## config.mk

```make
export PLATFORM = sky130hd
export DESIGN_NAME = fp_result_pack
export DESIGN_NICKNAME = d
export VERILOG_FILES = /design/src/rtl/fp_result_pack.sv
export SDC_FILE = /design/constraint.sdc
export NUM_CORES = 1
export LEC_CHECK = 0
export BUFFER_PORTS_ARGS = -buffer_cell sky130_fd_sc_hd__clkbuf_2
export CORE_MARGIN = 2
export CORE_UTILIZATION = 32
export DETAILED_ROUTE_END_ITERATION = 10
export GPL_TIMING_DRIVEN = 0
export REMOVE_ABC_BUFFERS = 1
export SYNTH_ARGS = -nofsm -noshare
export SYNTH_HDL_FRONTEND = slang
export SYNTH_SLANG_ARGS = --single-unit
```

## constraint.sdc

```tcl
create_clock -name clk -period 4.4 [get_ports clk]
set_clock_uncertainty 0.2 [all_clocks]
set_input_delay 0.88 -clock clk [delete_from_list [all_inputs] [get_ports clk]]
set_output_delay 0.88 -clock clk [all_outputs]
set_load 0.02 [all_outputs]
```

## src/rtl/fp_result_pack.sv

```systemverilog
// fp_result_pack: back end of the binary32 adder. Normalises the raw sum,
// rounds to nearest-even, handles subnormals and packs the IEEE-754 word.
// Optional build macro: FP_PACK_FTZ_EN (flush subnormal results to zero).
//
// state | meaning
// IDLE  | ready for a new tuple
// ALIGN | special bypass, carry-out fix-up or zero detect
// NORM  | one left shift per cycle until hidden bit set or exp==1
// ROUND | round-to-nearest-even and pack
// DONE  | result valid, held until out_ready
module fp_result_pack (
    input  logic        clk,
    input  logic        reset,
    input  logic        in_valid,
    output logic        in_ready,
    input  logic        in_sign,
    input  logic [7:0]  in_exp,
    input  logic [27:0] in_mant,
    input  logic [1:0]  in_err,
    output logic        out_valid,
    input  logic        out_ready,
    output logic [31:0] out_result,
    output logic [1:0]  out_err,
    output logic        out_inexact
);

    localparam logic [1:0] NO_ERR   = 2'd0;
    localparam logic [1:0] ZERO_ERR = 2'd1;
    localparam logic [1:0] NAN_ERR  = 2'd2;
    localparam logic [1:0] INF_ERR  = 2'd3;

    typedef enum logic [2:0] {IDLE, ALIGN, NORM, ROUND, DONE} state_t;

    state_t      state, state_d;
    logic        sign_q, sign_d;
    logic [7:0]  exp_q, exp_d;
    logic [27:0] mant_q, mant_d;
    logic [1:0]  err_q, err_d;
    logic [4:0]  shcnt_q, shcnt_d;
    logic [31:0] res_d;
    logic [1:0]  oerr_d;
    logic        inex_d;

    logic [8:0]  exp_inc;
    logic        rnd_inc;
    logic [24:0] rnd_sum;
    logic [7:0]  pk_exp;
    logic [22:0] pk_frac;

    assign in_ready  = (state == IDLE);
    assign out_valid = (state == DONE);

    // Rounding datapath shared by ALIGN (carry fix-up) and ROUND
    always_comb begin
        exp_inc = {1'b0, exp_q} + 9'd1;
        rnd_inc = mant_q[2] & (mant_q[1] | mant_q[0] | mant_q[3]);
        rnd_sum = {1'b0, mant_q[26:3]} + {24'd0, rnd_inc};
        pk_exp  = rnd_sum[23] ? exp_q : 8'd0;
        pk_frac = rnd_sum[22:0];
    end

    // Next-state and next-output logic
    always_comb begin
        state_d = state;
        sign_d  = sign_q;
        exp_d   = exp_q;
        mant_d  = mant_q;
        err_d   = err_q;
        shcnt_d = shcnt_q;
        res_d   = out_result;
        oerr_d  = out_err;
        inex_d  = out_inexact;
        case (state)
            IDLE: begin
                if (in_valid) begin
                    sign_d  = in_sign;
                    exp_d   = in_exp;
                    mant_d  = in_mant;
                    err_d   = in_err;
                    state_d = ALIGN;
                end
            end
            ALIGN: begin
                if (err_q != NO_ERR) begin
                    case (err_q)
                        ZERO_ERR: res_d = 32'h0000_0000;
                        NAN_ERR:  res_d = 32'h7FC0_0000;
                        default:  res_d = {sign_q, 8'hFF, 23'd0};
                    endcase
                    oerr_d  = err_q;
                    inex_d  = 1'b0;
                    state_d = DONE;
                end else if (mant_q[27]) begin
                    if (exp_inc >= 9'd255) begin
                        res_d   = {sign_q, 8'hFF, 23'd0};
                        oerr_d  = INF_ERR;
                        inex_d  = 1'b1;
                        state_d = DONE;
                    end else begin
                        exp_d   = exp_inc[7:0];
                        mant_d  = {1'b0, mant_q[27:2], mant_q[1] | mant_q[0]};
                        state_d = ROUND;
                    end
                end else if (mant_q == 28'd0) begin
                    res_d   = {sign_q, 31'd0};
                    oerr_d  = ZERO_ERR;
                    inex_d  = 1'b0;
                    state_d = DONE;
                end else if (!mant_q[26] && exp_q > 8'd1) begin
                    shcnt_d = 5'd25;
                    state_d = NORM;
                end else begin
                    state_d = ROUND;
                end
            end
            NORM: begin
                mant_d  = {mant_q[26:0], 1'b0};
                exp_d   = exp_q - 8'd1;
                shcnt_d = shcnt_q - 5'd1;
                // Exit decided on the post-shift values; the counter bounds the walk
                if (mant_q[25] || exp_q == 8'd2 || shcnt_q == 5'd1)
                    state_d = ROUND;
            end
            ROUND: begin
                inex_d  = |mant_q[2:0];
                oerr_d  = NO_ERR;
                state_d = DONE;
                if (rnd_sum[24]) begin
                    if (exp_inc >= 9'd255) begin
                        res_d  = {sign_q, 8'hFF, 23'd0};
                        oerr_d = INF_ERR;
                    end else begin
                        res_d  = {sign_q, exp_inc[7:0], rnd_sum[23:1]};
                    end
                end else if (pk_exp == 8'd0 && pk_frac == 23'd0) begin
                    res_d  = {sign_q, 31'd0};
                    oerr_d = ZERO_ERR;
                end else if (pk_exp == 8'd0) begin
`ifdef FP_PACK_FTZ_EN
                    res_d  = {sign_q, 31'd0};
                    oerr_d = ZERO_ERR;
                    inex_d = 1'b1;
`else
                    res_d  = {sign_q, 8'd0, pk_frac};
`endif
                end else begin
                    res_d  = {sign_q, pk_exp, pk_frac};
                end
            end
            DONE: begin
                if (out_ready) state_d = IDLE;
            end
            default: state_d = IDLE;
        endcase
    end

    // State and datapath registers; reset discards any in-flight result
    always_ff @(posedge clk or posedge reset) begin
        if (reset) begin
            state       <= IDLE;
            sign_q      <= 1'b0;
            exp_q       <= 8'd0;
            mant_q      <= 28'd0;
            err_q       <= NO_ERR;
            shcnt_q     <= 5'd0;
            out_result  <= 32'd0;
            out_err     <= NO_ERR;
            out_inexact <= 1'b0;
        end else begin
            state       <= state_d;
            sign_q      <= sign_d;
            exp_q       <= exp_d;
            mant_q      <= mant_d;
            err_q       <= err_d;
            shcnt_q     <= shcnt_d;
            out_result  <= res_d;
            out_err     <= oerr_d;
            out_inexact <= inex_d;
        end
    end

endmodule

```

==> results of run 1 <==
where the power goes:
part / switching [mW] / leakage (nW) / total [mW] / internal, mW
clock network: 0.303 / 0.151 / 0.793 / 0.491
logic: 1.27 / 1.44 / 2.16 / 0.888
registers: 0.567 / 1.03 / 1.64 / 1.08
layout by cell type, fill, tap and decap left out, types with 3 or more instances in the layout:
cell type                   count
sky130_fd_sc_hd__and3_1        10
sky130_fd_sc_hd__a222oi_1      25
sky130_fd_sc_hd__nor3_1        12
sky130_fd_sc_hd__o22a_1         8
sky130_fd_sc_hd__xnor2_1       16
sky130_fd_sc_hd__nor3b_1        5
sky130_fd_sc_hd__a21oi_1       22
sky130_fd_sc_hd__nand3b_1       4
sky130_fd_sc_hd__inv_1         15
sky130_fd_sc_hd__a32o_1         3
sky130_fd_sc_hd__ha_1          11
sky130_fd_sc_hd__nor2_1        33
sky130_fd_sc_hd__or3_1          4
sky130_fd_sc_hd__a311oi_1       4
sky130_fd_sc_hd__o22ai_1        4
sky130_fd_sc_hd__nand4_1        9
sky130_fd_sc_hd__a31oi_1        3
sky130_fd_sc_hd__dfrtp_1       82
sky130_fd_sc_hd__or2_2          4
sky130_fd_sc_hd__and2_1         4
sky130_fd_sc_hd__a21o_1         5
sky130_fd_sc_hd__nand2b_1       5
sky130_fd_sc_hd__nand3_1       22
sky130_fd_sc_hd__a22o_1        11
sky130_fd_sc_hd__nor4_1         8
sky130_fd_sc_hd__o21bai_1       3
sky130_fd_sc_hd__nand2_1       77
sky130_fd_sc_hd__nor2b_1        4
sky130_fd_sc_hd__clkinv_2       3
sky130_fd_sc_hd__a211oi_1       8
sky130_fd_sc_hd__clkbuf_16      9
sky130_fd_sc_hd__clkbuf_2      79
sky130_fd_sc_hd__xor2_1        12
sky130_fd_sc_hd__o21ai_0       61
kinds of logic after synthesis:
group | count (synthesis)
flip-flops | 82
multiplexers | 3
buffers and inverters | 75
XOR/XNOR | 29
adder cells (fa/ha/maj) | 11
AO/OA/AOI/OAI | 191
AND/OR/NAND/NOR | 220
final cells by class:
cell class / count / area, um2 / area share
clock buffer: 9 / 225 / 0.0364
clock inverter: 6 / 82.6 / 0.0134
inverter: 16 / 62.6 / 0.0101
multi-input combinational: 454 / 2990 / 0.484
sequential: 82 / 2050 / 0.332
tap: 220 / 275 / 0.0445
timing repair buffer: 85 / 495 / 0.0801
worst paths after layout:
kind	start	endpoint	slack, ps	cells past startpoint
worst max-delay path	exp_q[0]$_DFFE_PP0P_	out_result[27]$_DFFE_PP0P_	1030	8
worst min-delay path	out_result[31]$_DFFE_PP0P_	out_result[31]$_DFFE_PP0P_	260	2
max in group asynchronous	reset	sign_q$_DFFE_PP0P_	3050	3
min in group asynchronous	reset	mant_q[10]$_DFFE_PP0P_	350	2
worst min register to register	out_result[31]$_DFFE_PP0P_	out_result[31]$_DFFE_PP0P_	260	2
worst max register to register	exp_q[0]$_DFFE_PP0P_	out_result[27]$_DFFE_PP0P_	1030	8
routing by layer:
layer,vias to the layer above,global-route usage
met5,-,0
met4,0,0.0532
met3,18,0.0306
met2,144,0.260
met1,2346,0.247
li1,2346,-
worst max-delay path, stage by stage (launching register included):
cell and delay (ps):
sky130_fd_sc_hd__dfrtp_1 480, sky130_fd_sc_hd__inv_1 180, sky130_fd_sc_hd__ha_1 390, sky130_fd_sc_hd__nor2b_1 160, sky130_fd_sc_hd__o221ai_1 220, sky130_fd_sc_hd__o31ai_4 410
sky130_fd_sc_hd__o2bb2ai_1 550, sky130_fd_sc_hd__o311ai_2 400, sky130_fd_sc_hd__o22a_1 280
through the flow:
step | cell area [um2] | util | cells | hold WS (ps) | TNS (ps)
floorplan | 5080 | - | 552 | 262 | 0
global placement | 5750 | 0.347 | 851 | 255 | -79970
detailed placement | 5880 | 0.354 | 857 | 259 | 0
CTS | 6180 | 0.373 | 872 | 272 | 0
global route | 6180 | 0.373 | 872 | 303 | 0
finish | 6180 | 0.373 | 872 | 263 | 0
sequential cells by signal, indices dropped and copies added (netlist names):
register,flops
out_result,32
state,3
exp_q,8
out_err,2
sign_q,1
err_q,2
shcnt_q,5
mant_q,28
out_inexact,1
==> results.json, run 1 <==
{
  "grt_pass1_wl_mm": 25.0,
  "slew_violations": 0,
  "cp_max_fo": 13,
  "timing.slew.headroom": 0.268,
  "fmaxAchievable_mhz": 296,
  "tritoncts_clock_tree": "yes",
  "full_die_area_um2": 18100,
  "grt_use_total": 0.171,
  "met3_wirelength_um": 792,
  "worst-slew-pin-transition_ps": 1100,
  "postRouteWirelength_mm": 14.9,
  "synth_largest_area_cell": "sky130_fd_sc_hd__dfrtp_1",
  "post_synth_simple_gate_area": 0.208,
  "cts.repair.resized": 0,
  "route.vias.total": 4854,
  "run_status": "finished clean",
  "cts_inserted_buffers": 9,
  "antenna_left": 0,
  "timing_hold_violations_final": 0,
  "proportion_of_synthesized_area_in_mux_cells": 0.00598,
  "cts-hold-fix-buffers": 0,
  "cap_viol_max_count": 0,
  "clock_latency_ps": 340,
  "grt_setup_unrepaired": "no",
  "holdCritPathClass": "reg -> reg",
  "cts-htree-levels": 3,
  "startpoint_class": "register",
  "async_reset_ff_frac": 1.00,
  "grt.overflow.total": 0,
  "post_synthesis_adder_cell_area_fraction": 0.0253,
  "cts_max_path_buffers": 2,
  "synthToLayoutAreaGrowth_pct": 13.7,
  "synth_ff_type": "sky130_fd_sc_hd__dfrtp_1",
  "yosysMostFrequentCell": "sky130_fd_sc_hd__dfrtp_1",
  "post-route-drc-count": 0,
  "coreArea_um2": 16600,
  "p_leak_nw": 2.62,
  "cts_num_sinks": 82,
  "netlist.area_leader.share": 0.377,
  "post-route-worst-setup-slack_ps": 1030,
  "num_rows": 47,
  "finalCritPeriodShare": 0.767,
  "timing.final.setup_violations": 0,
  "die_y_um": 134,
  "layout.filler_cells": 1723,
  "ys_seq_area_frac": 0.377,
  "end_kind": "register",
  "synth_enable_flop_cells": 0,
  "final_net_count": 702,
  "syn_inst": 611,
  "yosys-top-cells-area": "sky130_fd_sc_hd__dfrtp_1, sky130_fd_sc_hd__o21ai_0, sky130_fd_sc_hd__nand2_1",
  "cts.clk_slew.worst_paths_ps": 60,
  "worst_ir_drop_vdd_mv": 0.225,
  "final.min_clock_period_ps": 3370,
  "detail_route_met2_wl_mm": 6.76,
  "top_layer": "met4",
  "layout-drive-gt1-share": 0.204,
  "detailedRoute.firstIterationViolations": 456,
  "total_power_mw": 4.60,
  "required_ps": 4420,
  "post_synthesis_area_per_instance_um2": 8.90,
  "wire_per_inst_um": 17.1,
  "synth_top_cells_by_count": "sky130_fd_sc_hd__dfrtp_1, sky130_fd_sc_hd__nand2_1, sky130_fd_sc_hd__o21ai_0",
  "pin_count_of_the_biggest_net_entering_global_routing": 49,
  "width_of_the_die_um": 134,
  "synth_xor_xnor_area_share": 0.0481,
  "ctsRootBufferMaster": "sky130_fd_sc_hd__clkbuf_16",
  "avgViaCountPerCell": 5.57,
  "synth_top_family_by_area": "compound AO/OA/AOI/OAI gates",
  "ys_seq_elements": 82,
  "power.density_cell_area_nw_per_um2": 743,
  "initial_core_util": 0.328,
  "antenna_violations_before_repair": 0,
  "compound_cell_area_share_of_the_yosys_netlist": 0.258,
  "num_antenna_cells": 0,
  "port_buffers": 79,
  "path_class": "reg -> reg",
  "i_o_pins": 80,
  "dpl_worst_slack_ps": 1040,
  "dp_hpwl_mm": 10.9,
  "post_cts_buffers": 0,
  "number_of_global_route_vias_before_repair": 4649,
  "post_synthesis_cell_area_um2": 5440,
  "synth_cell_type_count": 82,
  "route.layer.met1.wl_mm": 7.10,
  "weighted_congestion_reported_at_the_end_of_routability_driven_placement": 0.865,
  "drt_pre_antenna_iters": 6,
  "worst-endpoint-arrival_ps": 3390,
  "yosysWarnings": 0
}
Note: power is estimated with default switching activity, not from simulation.
==> run 2: changes to the inputs <==
clock period = 2.8 ns   (was 4.4 ns; I/O delays follow)
==> run 2 against run 1 <==
Fmax up 21%. Largest power group unchanged. Die area unchanged. Cell area up 5.2%. Wire length up 5.9%. Cell count up 2.3%. Via count up 3.5%. Flip-flop and latch count unchanged. Core utilization up 1.9 points. Critical path type unchanged. Global-route usage up 0.77 points. Critical path depth up 1. Largest cell class unchanged.
==> results.json, run 2 (synthesis gave the netlist of run 1 again) <==
{
  "run_status": "finished clean",
  "port_buffers": 79,
  "tritoncts_clock_tree": "yes",
  "end_kind": "register",
  "antenna_violations_before_repair": 0,
  "initial_core_util": 0.328,
  "post-route-drc-count": 0,
  "cap_viol_max_count": 0,
  "commonest_cells_after_routing_fill_and_taps_aside": "sky130_fd_sc_hd__clkbuf_2, sky130_fd_sc_hd__nand2_1, sky130_fd_sc_hd__dfrtp_1",
  "drt_pre_antenna_iters": 9,
  "required_ps": 2850,
  "fmaxAchievable_mhz": 358,
  "largestRegisters": "out_result (32), mant_q (28), exp_q (8)",
  "grt_pass1_wl_mm": 26.0,
  "timing.slew.headroom": 0.447,
  "antenna_left": 0,
  "num_antenna_cells": 0,
  "die_y_um": 134,
  "clock_latency_ps": 340,
  "final_net_count": 722,
  "synthToLayoutAreaGrowth_pct": 19.5,
  "wire_per_inst_um": 17.7,
  "layout-drive-gt1-share": 0.263,
  "width_of_the_die_um": 134,
  "finalCritPeriodShare": 0.999,
  "route.vias.total": 5024,
  "post-route-worst-setup-slack_ps": 3.46,
  "cp_slowest_stage_delay_ps": 420,
  "critical_path.slowest_cell": "sky130_fd_sc_hd__dfrtp_2",
  "path_class": "reg -> reg",
  "ctsRootBufferMaster": "sky130_fd_sc_hd__clkbuf_16",
  "holdCritPathClass": "in -> async",
  "grt.overflow.total": 0,
  "full_die_area_um2": 18100,
  "coreArea_um2": 16600,
  "power.density_cell_area_nw_per_um2": 1170,
  "largest-register": "out_result",
  "worst-slew-pin-transition_ps": 829,
  "detailedRoute.firstIterationViolations": 476,
  "dp_hpwl_mm": 10.9,
  "leading_cell_type_in_the_layout_fill_and_taps_excluded": "sky130_fd_sc_hd__clkbuf_2",
  "num_rows": 47,
  "worst_ir_drop_vdd_mv": 0.363,
  "i_o_pins": 80,
  "dpl_worst_slack_ps": -560,
  "p_leak_nw": 2.73,
  "avgViaCountPerCell": 5.63,
  "weighted_congestion_reported_at_the_end_of_routability_driven_placement": 0.865,
  "grt_setup_unrepaired": "yes",
  "largest_register_ffs": 32,
  "timing.final.setup_violations": 0,
  "final.min_clock_period_ps": 2800,
  "worst-r2r-setup-slack_ps": 3,
  "cts_max_path_buffers": 2,
  "timing_hold_violations_final": 0,
  "fin_hold_ws_ps": 26.6,
  "cp_max_fo": 4,
  "cts_inserted_buffers": 9,
  "crit_path_cell_trace": "and2_2, ha_1, a311oi_1, a31oi_1, a2111o_1, a2111oi_4, o2111a_1, nand2_1, a211oi_2",
  "slew_violations": 0,
  "postRouteWirelength_mm": 15.8,
  "cts.clk_slew.worst_paths_ps": 60,
  "pin_count_of_the_biggest_net_entering_global_routing": 49,
  "cts_num_sinks": 82,
  "grt_use_total": 0.179,
  "worst-endpoint-arrival_ps": 2850,
  "number_of_global_route_vias_before_repair": 4767,
  "cts-htree-levels": 3,
  "startpoint_class": "register"
}
## run 2: cell types whose count changed in the layout (fill, tap and decap cells not counted), sizes merged
cell / delta
buf: +18
clkinvlp: +1
inv: -1
nor3: +1
o21ai: +1
## run 2: power breakdown
group	switching (mW)	internal (mW)	total (mW)
registers	0.889	1.71	2.60
logic	2.17	1.58	3.75
clock network	0.481	0.771	1.25
## run 2: worst max-delay path: cells and delay by family (launching register included)
| kind | cells | cell delay, ps |
|---|---|---|
| compound gates | 6 | 1580 |
| simple gates | 2 | 270 |
| fa+ha+maj | 1 | 230 |
| flops | 1 | 420 |
## run 2: area by class of cell
| cell class | count | area (um2) |
|---|---|---|
| clock inverters | 6 | 82.6 |
| flip-flops and latches | 82 | 2070 |
| fillers | 1705 | 10100 |
| well taps | 220 | 275 |
| repair buffers | 103 | 651 |
| clock buffers | 9 | 225 |
| inverters | 16 | 66.3 |
| multi-input cells | 456 | 3140 |
## run 2: metal layers
| layer | global-route usage | vias to the layer above | share of wire |
|---|---|---|---|
| met5 | 0 | - | 0 |
| met2 | 0.277 | 148 | 0.46 |
| met4 | 0.0538 | 0 | 0.018 |
| met3 | 0.0306 | 24 | 0.048 |
| li1 | - | 2385 | - |
| met1 | 0.255 | 2467 | 0.47 |
## run 2: repair_timing
item	CTS	global route
cloned	2	0
pin swaps	7	4
hold buffers	0	0
resized for setup	16	20
endpoints found under the setup margin	68	69
setup buffers	15	3
## run 2: path summary, 6_finish.rpt
path | startpoint | end | cells past startpoint
max in group asynchronous | reset | exp_q[1]$_DFFE_PP0P_ | 3
worst max register to register | mant_q[2]$_DFFE_PP0P_ | out_err[0]$_DFFE_PP0P_ | 9
worst max-delay path | mant_q[2]$_DFFE_PP0P_ | out_err[0]$_DFFE_PP0P_ | 9
worst min register to register | out_result[31]$_DFFE_PP0P_ | out_result[31]$_DFFE_PP0P_ | 2
min in group clk | in_err[1] | err_q[1]$_DFFE_PP0P_ | 3
worst min-delay path | reset | mant_q[10]$_DFFE_PP0P_ | 2
## run 2: per-stage QoR
stage / total power [mW] / TNS, ps / std cells / util / instance area [um2]
after CTS: 7.49 / 0 / 889 / 0.387 / 6420
after global placement: 5.77 / -274180 / 851 / 0.347 / 5750
after detailed placement: 5.99 / -20460 / 857 / 0.354 / 5880
after global routing: 8.21 / -72.3 / 892 / 0.392 / 6500
after floorplan: 4.74 / -65820 / 552 / - / 5080
final: 7.61 / 0 / 892 / 0.392 / 6500
